## src/rtl/qos_pkg.sv

```systemverilog
// Shared QoS interconnect definitions: scheduler state encoding, word layout
// and weight normalisation.
package qos_pkg;

    localparam int BW       = 6;
    localparam int WW       = 4;
    localparam int DEST_BIT = BW - 2;

    typedef enum logic [1:0] {
        INIT   = 2'd0,
        IDLE   = 2'd1,
        ACTIVE = 2'd2,
        ERROR  = 2'd3
    } state_t;

    // A zero weight would starve a VC forever, so it is promoted to 1.
    function automatic logic [WW-1:0] norm_w(input logic [WW-1:0] w);
        return (w == '0) ? WW'(1) : w;
    endfunction

endpackage

```

## src/rtl/wrr_arb2.sv

```systemverilog
// Two-way weighted round-robin grant and credit update, purely combinational.
module wrr_arb2 #(
    parameter int WW = 4
) (
    input  logic [1:0]         elig,
    input  logic               ptr,
    input  logic [1:0][WW-1:0] cred,
    input  logic [1:0][WW-1:0] w,
    output logic [1:0]         grant,
    output logic               ptr_nxt,
    output logic [1:0][WW-1:0] cred_nxt
);
    localparam logic [WW-1:0] ONE = WW'(1);

    logic o;
    assign o = ~ptr;

    always_comb begin
        grant    = '0;
        ptr_nxt  = ptr;
        cred_nxt = cred;
        if (elig[ptr] && cred[ptr] != '0) begin
            grant[ptr]    = 1'b1;
            cred_nxt[ptr] = cred[ptr] - ONE;
        end else if (elig[o]) begin
            // Handing over to the other VC starts a fresh burst for it.
            grant[o]    = 1'b1;
            ptr_nxt     = o;
            cred_nxt[o] = w[o] - ONE;
        end else if (elig[ptr]) begin
            grant[ptr]    = 1'b1;
            cred_nxt[ptr] = w[ptr] - ONE;
        end
    end

endmodule

```

## src/rtl/vc_wrr_scheduler.sv

```systemverilog
// VC0/VC1 to D0/D1 weighted round-robin scheduler with INIT/IDLE/ACTIVE/ERROR
// status FSM, one-cycle registered push path and per-VC served counters.
module vc_wrr_scheduler
    import qos_pkg::*;
#(
    parameter int BW = qos_pkg::BW,
    parameter int WW = qos_pkg::WW,
    parameter int CW = 8
) (
    input  logic          clk,
    input  logic          reset_L,
    input  logic          init,
    input  logic [WW-1:0] weight_vc0,
    input  logic [WW-1:0] weight_vc1,
    input  logic          VC0_empty,
    input  logic          VC1_empty,
    input  logic [BW-1:0] VC0_data_out,
    input  logic [BW-1:0] VC1_data_out,
    input  logic          D0_almost_full,
    input  logic          D1_almost_full,
    input  logic          err_in,
    output logic          VC0_rd,
    output logic          VC1_rd,
    output logic          D0_wr,
    output logic          D1_wr,
    output logic [BW-1:0] D_data_in,
    output logic          idle_out,
    output logic          active_out,
    output logic          error_out,
    output logic [CW-1:0] vc0_served,
    output logic [CW-1:0] vc1_served
);
    state_t             state;
    logic               ptr;
    logic [1:0][WW-1:0] cred, w;
    logic [1:0]         elig, grant;
    logic               ptr_nxt;
    logic [1:0][WW-1:0] cred_nxt;
    logic               serve;

    // err_in and init gate the grant combinationally in the cycle they appear.
    assign serve = (state == IDLE || state == ACTIVE) && !init && !err_in;

    assign elig[0] = serve && !VC0_empty &&
                     !(VC0_data_out[DEST_BIT] ? D1_almost_full : D0_almost_full);
    assign elig[1] = serve && !VC1_empty &&
                     !(VC1_data_out[DEST_BIT] ? D1_almost_full : D0_almost_full);

    wrr_arb2 #(.WW(WW)) u_arb (
        .elig     (elig),
        .ptr      (ptr),
        .cred     (cred),
        .w        (w),
        .grant    (grant),
        .ptr_nxt  (ptr_nxt),
        .cred_nxt (cred_nxt)
    );

    assign VC0_rd     = grant[0];
    assign VC1_rd     = grant[1];
    assign idle_out   = (state == IDLE);
    assign active_out = (state == ACTIVE);
    assign error_out  = (state == ERROR);

    always_ff @(posedge clk) begin
        if (!reset_L) begin
            state      <= INIT;
            ptr        <= 1'b0;
            cred       <= '0;
            w          <= '0;
            D0_wr      <= 1'b0;
            D1_wr      <= 1'b0;
            D_data_in  <= '0;
            vc0_served <= '0;
            vc1_served <= '0;
        end else begin
            D0_wr <= 1'b0;
            D1_wr <= 1'b0;
            if (err_in) begin
                state <= ERROR;
            end else begin
                case (state)
                    INIT: begin
                        w[0]       <= norm_w(weight_vc0);
                        w[1]       <= norm_w(weight_vc1);
                        cred[0]    <= norm_w(weight_vc0);
                        cred[1]    <= norm_w(weight_vc1);
                        ptr        <= 1'b0;
                        vc0_served <= '0;
                        vc1_served <= '0;
                        if (!init) state <= IDLE;
                    end
                    IDLE, ACTIVE: begin
                        if (init) begin
                            state <= INIT;
                        end else begin
                            ptr   <= ptr_nxt;
                            cred  <= cred_nxt;
                            state <= (|grant) ? ACTIVE : IDLE;
                            if (grant[0]) begin
                                D_data_in  <= VC0_data_out;
                                D0_wr      <= ~VC0_data_out[DEST_BIT];
                                D1_wr      <=  VC0_data_out[DEST_BIT];
                                vc0_served <= vc0_served + 1'b1;
                            end else if (grant[1]) begin
                                D_data_in  <= VC1_data_out;
                                D0_wr      <= ~VC1_data_out[DEST_BIT];
                                D1_wr      <=  VC1_data_out[DEST_BIT];
                                vc1_served <= vc1_served + 1'b1;
                            end
                        end
                    end
                    default: state <= ERROR;
                endcase
            end
        end
    end

endmodule
```

## config.mk

```make
export PLATFORM = sky130hd
export DESIGN_NAME = vc_wrr_scheduler
export DESIGN_NICKNAME = d
export VERILOG_FILES = /design/src/rtl/qos_pkg.sv /design/src/rtl/wrr_arb2.sv /design/src/rtl/vc_wrr_scheduler.sv
export SDC_FILE = /design/constraint.sdc
export NUM_CORES = 1
export LEC_CHECK = 0
export CAP_MARGIN = 10
export CORE_MARGIN = 5
export CORE_UTILIZATION = 43
export DETAILED_ROUTE_END_ITERATION = 10
export HOLD_SLACK_MARGIN = 0.06
export PLACE_DENSITY = 0.68
export SYNTH_ARGS = -nofsm -noshare
export SYNTH_HDL_FRONTEND = slang
export SYNTH_HIERARCHICAL = 1
export SYNTH_SLANG_ARGS = --single-unit
```

## constraint.sdc

```tcl
create_clock -name clk -period 9.84 [get_ports clk]
set_input_delay 2.46 -clock clk [delete_from_list [all_inputs] [get_ports clk]]
set_output_delay 2.46 -clock clk [all_outputs]
set_load 0.01 [all_outputs]
```

==> results.sh <==
export IMPL_result_of_the_run="complete, no violations"
export IMPL_cp_endpoint="VC0_rd"
export IMPL_timing_critical_path_fanout_max=31
export IMPL_chipHeight_um=93.6
export IMPL_post_route_cells_drive_above_1_share=0.0806
export IMPL_layout_setup_ws_ns=1.87
export IMPL_synth_yosys_seq_area_share=0.287
export IMPL_global_route_overflow_total=0
export IMPL_synth_edff_count=0
export IMPL_worst_slew_pin_slew_ns=0.959
export IMPL_clk_transition_reported_paths_ns=0.08
export IMPL_gr_usage_all_layers=0.178
export IMPL_postRouteAntennaNets=0
export IMPL_layout_filler_cells=632
export IMPL_grt_start_max_net_pins=32
export IMPL_chip_width_um=93.6
export IMPL_synth_common_cells="sky130_fd_sc_hd__dfxtp_1, sky130_fd_sc_hd__nand2_1, sky130_fd_sc_hd__a211oi_1"
export IMPL_gate_count_of_the_mapped_netlist=357
export IMPL_remaining_drc_errors=0
export IMPL_io_buffers=56
export IMPL_final_setup_skew_ns=0.00593
export IMPL_critical_path_arrival_ns=5.51
export IMPL_worstReg2RegEnd="cred[7]"
export IMPL_coreArea_um2=6790
export IMPL_grt_pass1_wl_um=12700
export IMPL_grt_setup_unrepaired="no"
export IMPL_final_max_slew_viol_count=0
export IMPL_overall_routed_net_length_um=7750
export IMPL_met3_routed_length_um=294
export IMPL_setup_tns_final_ns=0
export IMPL_wl_per_cell_um=15.7
export IMPL_met2RoutedLength_um=3500
export IMPL_regToRegSetupSlack_ns=5.11
export IMPL_detailedRoute_firstIterationViolations=111
export IMPL_cts_buffer_depth=2
export IMPL_min_path_cells=2
export IMPL_postSynth_asyncResetShare=0
export IMPL_post_layout_total_power_mw=0.438
export IMPL_netlist_top_cell_by_area="sky130_fd_sc_hd__dfxtp_1"
export IMPL_ys_flop_type="sky130_fd_sc_hd__dfxtp_1"
export IMPL_yosys_warnings=6
export IMPL_achievable_frequency_mhz=126
export IMPL_antenna_found_initial=0
export IMPL_clock_latency_ns=0.29
export IMPL_fin_hold_ws_ns=0.473
export IMPL_postCtsSetupRepairBufs=0
export IMPL_max_cap_viol_count=0
export IMPL_dieArea_um2=8750
export IMPL_netlist_top_cells_area="sky130_fd_sc_hd__dfxtp_1, sky130_fd_sc_hd__mux2i_1, sky130_fd_sc_hd__a211oi_1"
export IMPL_postCtsHoldBufs=0
export IMPL_timing_critical_path_required_ns=7.38
export IMPL_yosys_cell_count_top_type="sky130_fd_sc_hd__dfxtp_1"
export IMPL_synthesis_area_per_instance_um2=8.41
export IMPL_period_minus_slack_ns=7.97
export IMPL_mappedNetlistNets=394
export IMPL_globalplace_congestion=0.884
export IMPL_timing_max_slew_rel_slack=0.359
export IMPL_first_global_vias=2554
export IMPL_num_rows=30
export IMPL_nNetsFinal=435
export IMPL_cts_sinks=43
export IMPL_worstSetupEndpointType="output pin"
export IMPL_clock_root_buffer="sky130_fd_sc_hd__clkbuf_8"
export IMPL_timing_rr_start="state[1]"
export IMPL_wirelength_met1_um=3860
export IMPL_htree_levels=2
export IMPL_vias_per_cell=5.57
export IMPL_cts_resized_gates=0
export IMPL_cp_start_kind="input pin"
export IMPL_drt_first_pass_iters=4
export IMPL_detailroute_via_count=2745
export IMPL_area_delta_synth_final_pct=21.1
export IMPL_highest_metal_layer_used_by_the_detailed_router="met4"
export IMPL_tritoncts="built"
export IMPL_ir_worst_vdd_mv=0.0591
export IMPL_final_period_utilization=0.810
export IMPL_reg2reg_depth=12
export IMPL_synthDominantCellAreaShare=0.287
export IMPL_hold_path_class="flop to flop"
export IMPL_antenna_cells=0
export IMPL_synthDistinctLibCells=61
export IMPL_crit_type="input pin to output pin"
export IMPL_pin_count=57
export IMPL_worst_setup_path_startpoint="err_in"
export IMPL_total_leakage_power_nw=1.15
export IMPL_p_per_area_nw_per_um2=120
export IMPL_ys_seq_elements=43
export IMPL_cts_buffers=5
export IMPL_place_hpwl_um=5540
export IMPL_post_synth_instance_area_um2=3000
export IMPL_dp_slack_ns=1.87
export IMPL_floorplan_initialDensity=0.442
export IMPL_hold_viol_final=0
export IMPL_finalSetupViolCount=0
## area by class of cell
type	instances	area [um^2]	share of cell area
Clock buffer	6	72.6	0.0200
Inverter	14	52.6	0.0145
Sequential cell	43	861	0.237
Multi-Input combinational cell	273	1930	0.531
Timing Repair Buffer	61	598	0.165
Tap cell	96	120	0.0330
## sequential cells by signal (all words and copies together) (netlist names)
name and count:
cred 8, vc0_served 8, vc1_served 8, w 8, D_data_in 6, state 2
D0_wr 1, D1_wr 1, ptr 1
## worst min path at each step
stage               start   end
floorplan            w[3]  w[3]
global placement     w[7]  w[7]
detailed placement   w[3]  w[3]
CTS                  w[3]  w[3]
global route         w[3]  w[3]
finish               w[3]  w[3]
## critical path, cell delays in order
cell and delay (ns):
sky130_fd_sc_hd__clkdlybuf4s50_1 0.40, sky130_fd_sc_hd__buf_4 0.22, sky130_fd_sc_hd__or3b_4 0.44, sky130_fd_sc_hd__a2111oi_2 0.88, sky130_fd_sc_hd__inv_1 0.28, sky130_fd_sc_hd__a21oi_1 0.24
sky130_fd_sc_hd__clkdlybuf4s50_1 0.57
## kinds of logic (layout without fill, tap and decap cells)
logic type / count (synthesis) / in the layout / synth area share
simple gates: 125 / 125 / 0.236
compound gates: 100 / 100 / 0.239
flops: 43 / 43 / 0.287
buf+inv: 41 / 81 / 0.0700
mux: 32 / 32 / 0.110
fa+ha+maj: 9 / 9 / 0.0375
xor+xnor: 7 / 7 / 0.0204
## through the flow
stage	instance area, um^2	cells	util
final	3630	493	0.535
after global routing	3630	493	0.535
after global placement	3560	487	0.524
after CTS	3630	493	0.535
after floorplan	3000	357	-
after detailed placement	3560	487	0.524
## report_power, final
group | switching (mW) | internal (mW)
Sequential | 0.0122 | 0.183
Combinational | 0.0741 | 0.0643
Clock | 0.0570 | 0.0474
## layer usage
layer / GRT usage / vias to the layer above
met5: 0 / -
met4: 0.0469 / 0
met3: 0.0362 / 9
met2: 0.278 / 48
met1: 0.250 / 1284
li1: - / 1404
## placed cells by master (no fill, tap or decap), drive strengths merged, types with 2 or more instances in the layout
cell type	n
clkdlybuf4s50	56
dfxtp	43
nand2	33
a211oi	27
a21oi	26
mux2i	25
nand3	21
inv	13
o21ai	13
nand3b	13
nor2	11
nor3	10
ha	9
mux2	7
nand2b	7
nor2b	6
a31oi	6
or3	6
xnor2	6
clkbuf	6
or3b	6
a2111oi	6
buf	5
o211ai	4
nor3b	3
nand4b	2
o211a	2
a32o	2
o22ai	2
a21o	2
Power figures use the tool's default switching activity.
